### config.mk
export PLATFORM = sky130hd
export DESIGN_NAME = mux32_rr_arbiter
export DESIGN_NICKNAME = d
export VERILOG_FILES = /design/src/rtl/mux32_rr_arbiter.sv
export SDC_FILE = /design/constraint.sdc
export NUM_CORES = 1
export LEC_CHECK = 0
export CORE_MARGIN = 2
export CORE_UTILIZATION = 43
export CTS_CLUSTER_DIAMETER = 30
export DETAILED_ROUTE_END_ITERATION = 6
export GPL_TIMING_DRIVEN = 1
export PLACE_DENSITY_LB_ADDON = 0.12
export SYNTH_ARGS = -nofsm -noshare
export SYNTH_HDL_FRONTEND = slang
export SYNTH_SLANG_ARGS = --single-unit
### constraint.sdc
create_clock -name clk_i -period 6.1 [get_ports clk_i]
set_input_delay 0.61 -clock clk_i [delete_from_list [all_inputs] [get_ports clk_i]]
set_output_delay 0.61 -clock clk_i [all_outputs]
set_load 0.03 [all_outputs]
### src/rtl/mux32_rr_arbiter.sv
// Round-robin arbiter and select sequencer for a 32:1 mux tree.
// Grants one requester at a time for up to hold_len+1 cycles, rotating priority after each grant.
module mux32_rr_arbiter #(
  parameter int unsigned HoldW = 4
) (
  input  logic             clk_i,
  input  logic             rst_ni,
  input  logic [31:0]      req_i,
  input  logic [HoldW-1:0] hold_len_i,
  input  logic             release_i,
  output logic [4:0]       sel_o,
  output logic [31:0]      gnt_o,
  output logic             busy_o,
  output logic             new_gnt_o
);

  typedef enum logic [0:0] {StIdle, StGrant} state_e;

  state_e           state_q;
  logic [4:0]       ptr_q;
  logic [HoldW-1:0] cnt_q;
  logic [4:0]       sel_q;
  logic [31:0]      gnt_q;
  logic             busy_q;
  logic             new_gnt_q;

  logic [4:0] arb_ptr;
  logic [4:0] arb_idx;
  logic [4:0] scan_idx;
  logic       arb_found;
  logic       end_evt;

  // On a grant end the pointer moves past the current grantee within the same edge,
  // so the re-arbitration scans from sel+1 rather than the stored pointer.
  always_comb begin
    arb_ptr   = (state_q == StGrant) ? sel_q + 5'd1 : ptr_q;
    arb_idx   = '0;
    arb_found = 1'b0;
    scan_idx  = '0;
    for (int k = 0; k < 32; k++) begin
      scan_idx = arb_ptr + 5'(k);
      if (!arb_found && req_i[scan_idx]) begin
        arb_found = 1'b1;
        arb_idx   = scan_idx;
      end
    end
  end

  assign end_evt = (cnt_q == '0) || release_i || !req_i[sel_q];

  always_ff @(posedge clk_i or negedge rst_ni) begin
    if (!rst_ni) begin
      state_q   <= StIdle;
      ptr_q     <= '0;
      cnt_q     <= '0;
      sel_q     <= '0;
      gnt_q     <= '0;
      busy_q    <= 1'b0;
      new_gnt_q <= 1'b0;
    end else begin
      case (state_q)
        StIdle: begin
          if (arb_found) begin
            state_q   <= StGrant;
            sel_q     <= arb_idx;
            gnt_q     <= 32'd1 << arb_idx;
            cnt_q     <= hold_len_i;
            busy_q    <= 1'b1;
            new_gnt_q <= 1'b1;
          end
        end
        StGrant: begin
          if (end_evt) begin
            ptr_q <= sel_q + 5'd1;
            if (arb_found) begin
              sel_q     <= arb_idx;
              gnt_q     <= 32'd1 << arb_idx;
              cnt_q     <= hold_len_i;
              new_gnt_q <= 1'b1;
            end else begin
              state_q   <= StIdle;
              sel_q     <= '0;
              gnt_q     <= '0;
              cnt_q     <= '0;
              busy_q    <= 1'b0;
              new_gnt_q <= 1'b0;
            end
          end else begin
            cnt_q     <= cnt_q - 1'b1;
            new_gnt_q <= 1'b0;
          end
        end
        default: state_q <= StIdle;
      endcase
    end
  end

  assign sel_o     = sel_q;
  assign gnt_o     = gnt_q;
  assign busy_o    = busy_q;
  assign new_gnt_o = new_gnt_q;

endmodule

==> results of run 1 <==
final timing paths:
kind	to	slack (ns)	cells after the start
worst min register to register	gnt_o[25]$_DFFE_PN0P_	0.49	2
worst max register to register	gnt_o[1]$_DFFE_PN0P_	0.21	18
worst max-delay path	gnt_o[1]$_DFFE_PN0P_	0.21	18
max in group asynchronous	state_q$_DFF_PN0_	4.82	1
worst min-delay path	gnt_o[25]$_DFFE_PN0P_	0.49	2
min in group asynchronous	gnt_o[25]$_DFFE_PN0P_	0.51	1
sequential cells by signal, indices dropped and copies added (netlist names):
name       flops
busy_o         1
new_gnt_o      1
sel_o          5
state_q        1
ptr_q          5
cnt_q          4
gnt_o         32
worst register-to-register path: stages, from the launching register on:
cell and delay (ns):
dfrtp_1 0.39, ha_1 0.37, mux2i_4 0.18, buf_6 0.35, ha_1 0.37, inv_1 0.27, xnor2_4 0.36, mux4_2 0.65
a22o_1 0.28, or2_2 0.32, nand4_1 0.31, buf_4 0.20, o32ai_1 0.12, a21oi_1 0.17, o32ai_1 0.09, nor3_1 0.29
o22ai_1 0.30, or3b_4 0.53, o31ai_1 0.26
layout make-up:
type	count	area share [%]
inverters	21	0.7771
well taps	275	3.190
clock inverters	2	0.3595
repair buffers	162	13.28
multi-input cells	943	69.82
clock buffers	6	1.195
flip-flops and latches	49	11.38
cell families (layout without fill, tap and decap cells):
| logic type | Yosys count | after routing | synth area share (%) |
|---|---|---|---|
| adder cells (fa/ha/maj) | 14 | 14 | 1.928 |
| AND/OR/NAND/NOR | 395 | 395 | 22.07 |
| flip-flops | 49 | 49 | 13.49 |
| XOR/XNOR | 29 | 29 | 3.415 |
| AO/OA/AOI/OAI | 333 | 333 | 26.71 |
| multiplexers | 172 | 172 | 27.66 |
| buffers and inverters | 88 | 191 | 4.722 |
through the flow:
step | cell area [sq um] | TNS, ns
2_1_floorplan | 9091 | 0
3_3_place_gp | 10520 | 0
3_5_place_dp | 10520 | -0.0003459
4_1_cts | 10680 | 0
5_1_grt | 10790 | -0.07954
6_report | 10790 | 0
layout by cell type (no fill, tap or decap), drive strengths merged, types with 13 or more instances in the layout:
cell type | netlist | layout
ha | 14 | 14
inv | 21 | 21
nor2b | 15 | 15
mux4 | 57 | 57
nand4 | 14 | 14
nor3 | 37 | 37
a21oi | 55 | 55
a31oi | 14 | 14
o21ai | 55 | 55
nor2 | 66 | 66
and3 | 19 | 19
o31ai | 38 | 38
nand2b | 14 | 14
dfrtp | 49 | 49
a22oi | 13 | 13
clkdlybuf4s50 | 0 | 76
and2 | 15 | 15
nand3 | 62 | 62
mux2i | 74 | 74
a211oi | 22 | 22
xnor2 | 28 | 28
nand2 | 124 | 124
mux2 | 41 | 41
buf | 39 | 86
metal layers:
metal | vias to the layer above | part of all wire (%) | wire length (um)
met5 | - | 0 | 0
met4 | 0 | 6.9 | 2985
met3 | 164 | 10 | 4512
met2 | 707 | 43 | 18560
met1 | 5100 | 39 | 16940
li1 | 4477 | - | -
what timing repair did:
item	in CTS	in global routing
endpoints found under the setup margin	0	33
setup buffers	0	2
resized for setup	0	17
==> out/qor.txt, run 1 <==
Synth top cells by count -> 123 x nand2_1, 70 x mux2i_1, 63 x nor2_1
Layout Nets -> 1235
Hold Path Class -> reg2reg
met3 GRT Util -> 5.872%
Syn Area/Cell -> 8.414 sq um
Port Buf Inserts -> 77
number of DRC markers in iteration 0 -> 1214
max-cap violations -> 0
Bufs on Longest Clock Path -> 2
pin count of the biggest net entering global routing -> 50
H-tree levels -> 2
Die ar. -> 22310 sq um
Antenna Cells -> 0
ys async rst share -> 100.0%
Tot GR Track Use -> 38.41%
top_reg_cell synth -> dfrtp_1
Core Footprint -> 20890 sq um
skew final -> 0.007443 ns
Cell Count, Final, Fillers Out -> 1458
crit path max fanout -> 26
initial antenna violation count -> 0
CP max stage cell -> mux4_2
TritonCTS clock tree -> yes
CP cell instances -> ha_1 -> mux2i_4 -> buf_6 -> ha_1 -> inv_1 -> xnor2_4 -> mux4_2 -> a22o_1 -> or2_2 -> nand4_1 -> buf_4 -> o32ai_1 -> a21oi_1 -> o32ai_1 -> nor3_1 -> o22ai_1 -> or3b_4 -> o31ai_1
WP data arrival -> 6.09 ns
fin. max-slew vios -> 0
Final min period -> 5.892 ns
most frequent cell after synthesis -> nand2_1
Clock Pin Slew Worst Setup and Hold Paths -> 0.07 ns
status -> completed
number of CTS-inserted buffers -> 5
hold buffer count at cts -> 0
CP delay by family, top -> simple AND/OR/NAND/NOR gates
Hold Vio Cnt, Final -> 0
yosys warns -> 0
clock sink count -> 49
Final Core Density -> 51.64%
fin worst setup slack -> 0.2081 ns
Min Hold Slack -> 0.4856 ns
row cnt -> 53
Multi-input gate area -> 7532 sq um
via count -> 10450
met1 GRT Util -> 52.26%
Reg2Reg Launch Point -> sel_o[0]$_DFFE_PN0P_
grt met2 use -> 58.17%
worst path required time -> 6.30 ns
Tcrit/Tclk final -> 96.59%
Cell Area, Synth -> 9087 sq um
Synth Instances -> 1080
most used routing layer -> met2
endpoint class of the critical path -> flip-flop
slowest stage delay, CP -> 0.65 ns
synth-to-layout area growth -> 18.71%
routability cong. -> 1.082
vias in the first global route -> 9660
EDFF count, synth -> 0
fillers -> 2015
pre-CTS setup slack -> -0.0003459 ns
final WL -> 43000 um
dpl hpwl -> 34210 um
nature of the critical path startpoint -> flip-flop
flops & latches, synth -> 49
share of cells above drive strength 1 -> 21.47%
sequential cell area -> 1227 sq um
vias per inst -> 7.166
Hold Startpoint -> gnt_o[25]$_DFFE_PN0P_
area leader, netlist -> mux4_2
Initial DRT Pass Iterations -> 6
max_slew headroom -> 27.06%
die height -> 149.4 um
CP bufs+invs -> 3
io pins -> 78
ranking of synthesized cells by area -> mux4_2 14%, dfrtp_1 13%, mux2i_1 7.7%, nand2_1 5.1%, mux2_2 4.5%
Root Driver -> clkbuf_16
post-synth cell types -> 95
Least-Margin Pin Slew -> 1.094 ns
Achievable Freq -> 0.1697 GHz
dpl cells -> 1448
first-pass GRT wire length -> 63850 um
crit path kind -> reg2reg
post-synth net total -> 1133
GRT overflow -> 0
initial core utilization -> 43.50%
Setup violations, final -> 0
Final ANT Viol Nets -> 0
routed len/inst -> 29.49 um
Clock Latency Late Sink -> 0.29 ns
sequential element share of the synthesized area -> 13.49%
chip width -> 149.4 um
Synth top area share -> 14.13%
Worst setup startpoint -> sel_o[0]$_DFFE_PN0P_
DRC violations left -> 0
Power of run 1 is left out: the tool's default activity adds up to more than one toggle a clock period on the data nets, which glitch-free logic cannot reach.
==> inputs of run 2 (changes only) <==
--- a/config.mk
+++ b/config.mk
@@ -9,8 +9,10 @@
 export CORE_UTILIZATION = 43
 export CTS_CLUSTER_DIAMETER = 30
 export DETAILED_ROUTE_END_ITERATION = 6
+export GPL_ROUTABILITY_DRIVEN = 0
 export GPL_TIMING_DRIVEN = 1
 export PLACE_DENSITY_LB_ADDON = 0.12
 export SYNTH_ARGS = -nofsm -noshare
 export SYNTH_HDL_FRONTEND = slang
 export SYNTH_SLANG_ARGS = --single-unit
+export TNS_END_PERCENT = 20
==> out/qor.txt, run 2 (synthesized netlist as in run 1, its figures left out) <==
status -> completed
synth-to-layout area growth -> 17.24%
most common cell after layout, fill and taps aside -> nand2_1
Die ar. -> 22310 sq um
Layout Nets -> 1223
hold buffer count at cts -> 0
Root Driver -> clkbuf_16
Tot GR Track Use -> 35.39%
number of CTS-inserted buffers -> 5
crit path kind -> reg2reg
Core Footprint -> 20890 sq um
die height -> 149.4 um
endpoint class of the critical path -> flip-flop
fillers -> 1997
Final min period -> 5.854 ns
skew final -> 0.006848 ns
Clock Latency Late Sink -> 0.29 ns
share of cells above drive strength 1 -> 21.01%
Hold Path Class -> reg2reg
max reg flops -> 32
GRT overflow -> 0
chip width -> 149.4 um
TritonCTS clock tree -> yes
nature of the critical path startpoint -> flip-flop
via count -> 10200
Achievable Freq -> 0.1708 GHz
io pins -> 78
Final ANT Viol Nets -> 0
number of DRC markers in iteration 0 -> 1606
Port Buf Inserts -> 77
first-pass GRT wire length -> 59690 um
setup TNS -> 0 ns
initial core utilization -> 43.50%
Bufs on Longest Clock Path -> 2
Multi-input gate area -> 7543 sq um
Setup violations, final -> 0
clock sink count -> 49
Clock Pin Slew Worst Setup and Hold Paths -> 0.06 ns
vias per inst -> 7.053
crit path max fanout -> 16
sequential cell area -> 1226 sq um
most frequent cells in the layout -> 123 x nand2_1, 76 x clkdlybuf4s50_1, 73 x buf_4
DRC violations left -> 0
vias in the first global route -> 9548
dpl cells -> 1436
H-tree levels -> 2
max-cap violations -> 0
pin count of the biggest net entering global routing -> 50
Hold Vio Cnt, Final -> 0
dpl hpwl -> 31350 um
routed len/inst -> 27.55 um
fin. max-slew vios -> 0
WP data arrival -> 6.04 ns
initial antenna violation count -> 1
worst path required time -> 6.29 ns
Tcrit/Tclk final -> 95.97%
Initial DRT Pass Iterations -> 6
Cell Count, Final, Fillers Out -> 1446
Least-Margin Pin Slew -> 1.102 ns
RSZ-0062 raised after global routing -> no
final WL -> 39840 um
Antenna Cells -> 0
max_slew headroom -> 26.50%
row cnt -> 53
run 2: changes by cell type in the layout (fill, tap and decap cells not counted), sizes merged:
cell    before  now
buf         86   74
bufinv       1    0
inv         21   22
run 2: worst max-delay path, stage by stage, from the launching register on:
cell     delay [ns]
dfrtp_1        0.40
ha_1           0.23
xor2_2         0.21
mux2i_4        0.27
buf_4          0.39
ha_2           0.38
inv_1          0.21
o22ai_1        0.32
nand2_1        0.33
mux2i_1        0.26
mux2i_2        0.27
nand3_2        0.16
nor4_2         0.33
buf_4          0.26
nand2_1        0.19
nor3b_1        0.26
nor4_1         0.09
a21oi_2        0.37
or3b_4         0.52
o31ai_1        0.28
run 2: area by class of cell:
class                           instances  area share (%)
Clock buffer                            6           1.210
Clock inverter                          2          0.1292
Inverter                               21          0.7868
Multi-Input combinational cell        943           70.80
Sequential cell                        49           11.51
Tap cell                              275           3.230
Timing Repair Buffer                  150           12.33
run 2: final timing paths:
kind / from / to / slack [ns] / cells past startpoint
hold / removal: gnt_o[28]$_DFFE_PN0P_ / gnt_o[28]$_DFFE_PN0P_ / 0.48 / 2
max in group asynchronous: rst_ni / ptr_q[2]$_DFFE_PN0P_ / 4.89 / 1
min in group asynchronous: rst_ni / gnt_o[29]$_DFFE_PN0P_ / 0.53 / 1
hold reg to reg: gnt_o[28]$_DFFE_PN0P_ / gnt_o[28]$_DFFE_PN0P_ / 0.48 / 2
setup / recovery: sel_o[1]$_DFFE_PN0P_ / gnt_o[3]$_DFFE_PN0P_ / 0.25 / 19
setup reg to reg: sel_o[1]$_DFFE_PN0P_ / gnt_o[3]$_DFFE_PN0P_ / 0.25 / 19
run 2: metrics by stage:
stage	setup slack, ns	area (sq um)	hold slack, ns	util (%)
floorplan	0.02363	9091	0.3144	-
global placement	0.03116	10400	0.4642	49.79
detailed placement	0.03831	10400	0.4692	49.79
CTS	0.02567	10540	0.4846	50.48
global route	0.02867	10650	0.5082	51.00
finish	0.2457	10650	0.4798	51.00
run 2: layer usage:
layer | vias to the layer above | global-route usage [%] | share of wire (%)
li1 | 4445 | - | -
met1 | 4832 | 49.10 | 39
met2 | 765 | 49.24 | 41
met3 | 156 | 10.24 | 14
met4 | 0 | 19.00 | 5.8
met5 | - | 0 | 0
run 2: timing repair:
| item | CTS | global route |
|---|---|---|
| gates resized for setup | 0 | 20 |
| endpoints found under the setup margin | 0 | 33 |
| buffers inserted | 0 | 2 |
Power of run 2 is left out for the same reason.
==> inputs of run 3 (changes only) <==
--- a/config.mk
+++ b/config.mk
@@ -7,6 +7,7 @@
 export LEC_CHECK = 0
 export CORE_MARGIN = 2
 export CORE_UTILIZATION = 43
+export CTS_BUF_LIST = sky130_fd_sc_hd__clkbuf_16
 export CTS_CLUSTER_DIAMETER = 30
 export DETAILED_ROUTE_END_ITERATION = 6
 export GPL_ROUTABILITY_DRIVEN = 0
==> out/qor.txt, run 3 (synthesized netlist as in run 1, its figures left out) <==
TritonCTS clock tree -> yes
Cell Count, Final, Fillers Out -> 1446
Achievable Freq -> 0.1698 GHz
Final min period -> 5.889 ns
io pins -> 78
RSZ-0062 raised after global routing -> no
Clock Pin Slew Worst Setup and Hold Paths -> 0.06 ns
share of cells above drive strength 1 -> 21.01%
GRT overflow -> 0
nature of the critical path startpoint -> flip-flop
vias per inst -> 7.084
Final ANT Viol Nets -> 0
row cnt -> 53
Worst Reg2Reg Path Length in Cells -> 19
pre-CTS setup slack -> 0.03831 ns
WP data arrival -> 6.08 ns
hold path endpoint -> gnt_o[28]$_DFFE_PN0P_
dpl hpwl -> 31350 um
max_slew headroom -> 26.52%
initial core utilization -> 43.50%
Min Hold Slack -> 0.4797 ns
die height -> 149.4 um
Bufs on Longest Clock Path -> 2
crit path kind -> reg2reg
Port Buf Inserts -> 77
crit path max fanout -> 16
Reg2Reg Launch Point -> sel_o[1]$_DFFE_PN0P_
worst path required time -> 6.29 ns
setup TNS -> 0 ns
Worst R2R End -> gnt_o[3]$_DFFE_PN0P_
fin worst setup slack -> 0.2114 ns
chip width -> 149.4 um
Clock Latency Late Sink -> 0.29 ns
clock sink count -> 49
max-cap violations -> 0
Hold Vio Cnt, Final -> 0
skew final -> 0.006854 ns
Die ar. -> 22310 sq um
Least-Margin Pin Slew -> 1.102 ns
via count -> 10240
r2r setup slk -> 0.21 ns
Setup violations, final -> 0
max reg flops -> 32
most frequent cells in the layout -> 123 x nand2_1, 76 x clkdlybuf4s50_1, 73 x buf_4
pin count of the biggest net entering global routing -> 50
Initial DRT Pass Iterations -> 6
endpoint class of the critical path -> flip-flop
vias in the first global route -> 9548
first-pass GRT wire length -> 59690 um
Hold Startpoint -> gnt_o[28]$_DFFE_PN0P_
Hold Path Class -> reg2reg
number of DRC markers in iteration 0 -> 1605
initial antenna violation count -> 1
hold path cells -> 2
Tot GR Track Use -> 35.39%
routed len/inst -> 27.55 um
DRC violations left -> 0
Layout Nets -> 1223
Core Footprint -> 20890 sq um
Antenna Cells -> 0
synth-to-layout area growth -> 17.24%
H-tree levels -> 2
most common cell after layout, fill and taps aside -> nand2_1
dpl cells -> 1436
final WL -> 39840 um
fin. max-slew vios -> 0
status -> completed
Tcrit/Tclk final -> 96.53%
number of CTS-inserted buffers -> 5
Root Driver -> clkbuf_16
[run 3: cell type report]
cell class,count,area [sq um]
fillers,1997,10230
repair buffers,150,1314
well taps,275,344.1
clock buffers,5,125.1
clock inverters,3,17.52
multi-input cells,943,7543
inverters,21,83.83
flip-flops and latches,49,1226
[run 3: timing repair]
item	4_1_cts	5_1_grt
endpoints found under the setup margin	0	33
setup buffers	0	2
gates resized for setup	0	20
hold buffers	0	0
hold endpoints to repair	0	0
[run 3: metal layers]
layer  global-route usage, %  share of wire [%]  routed length (um)  vias up
met5                       0                  0                   0        -
met4                   19.00                6.1                2427        0
li1                        -                  -                   -     4445
met2                   49.24                 41               16240      769
met3                   10.24                 14                5613      172
met1                   49.10                 39               15560     4857
[run 3: worst max path at each step]
| stage | startpoint | endpoint | cells past startpoint |
|---|---|---|---|
| 3_3_place_gp | state_q$_DFF_PN0_ | gnt_o[2]$_DFFE_PN0P_ | 18 |
| 4_1_cts | state_q$_DFF_PN0_ | gnt_o[3]$_DFFE_PN0P_ | 17 |
| 6_report | sel_o[1]$_DFFE_PN0P_ | gnt_o[3]$_DFFE_PN0P_ | 19 |
| 3_5_place_dp | sel_o[1]$_DFFE_PN0P_ | gnt_o[3]$_DFFE_PN0P_ | 17 |
| 5_1_grt | sel_o[0]$_DFFE_PN0P_ | gnt_o[3]$_DFFE_PN0P_ | 20 |
| 2_1_floorplan | sel_o[0]$_DFFE_PN0P_ | gnt_o[24]$_DFFE_PN0P_ | 21 |
[run 3: stage by stage]
stage	cell area, sq um	utilization, %
finish	10650	51.00
global route	10650	51.00
CTS	10540	50.48
detailed placement	10400	49.79
global placement	10400	49.79
floorplan	9091	-
[run 3: critical path, stage by stage, from the launching register on]
cell     delay [ns]
dfrtp_1        0.40
ha_1           0.23
xor2_2         0.21
mux2i_4        0.27
buf_4          0.39
ha_2           0.38
inv_1          0.21
o22ai_1        0.34
nand2_1        0.34
mux2i_1        0.26
mux2i_2        0.27
nand3_2        0.16
nor4_2         0.33
buf_4          0.26
nand2_1        0.19
nor3b_1        0.26
nor4_1         0.09
a21oi_2        0.37
or3b_4         0.52
o31ai_1        0.28
Power of run 3 is left out for the same reason.
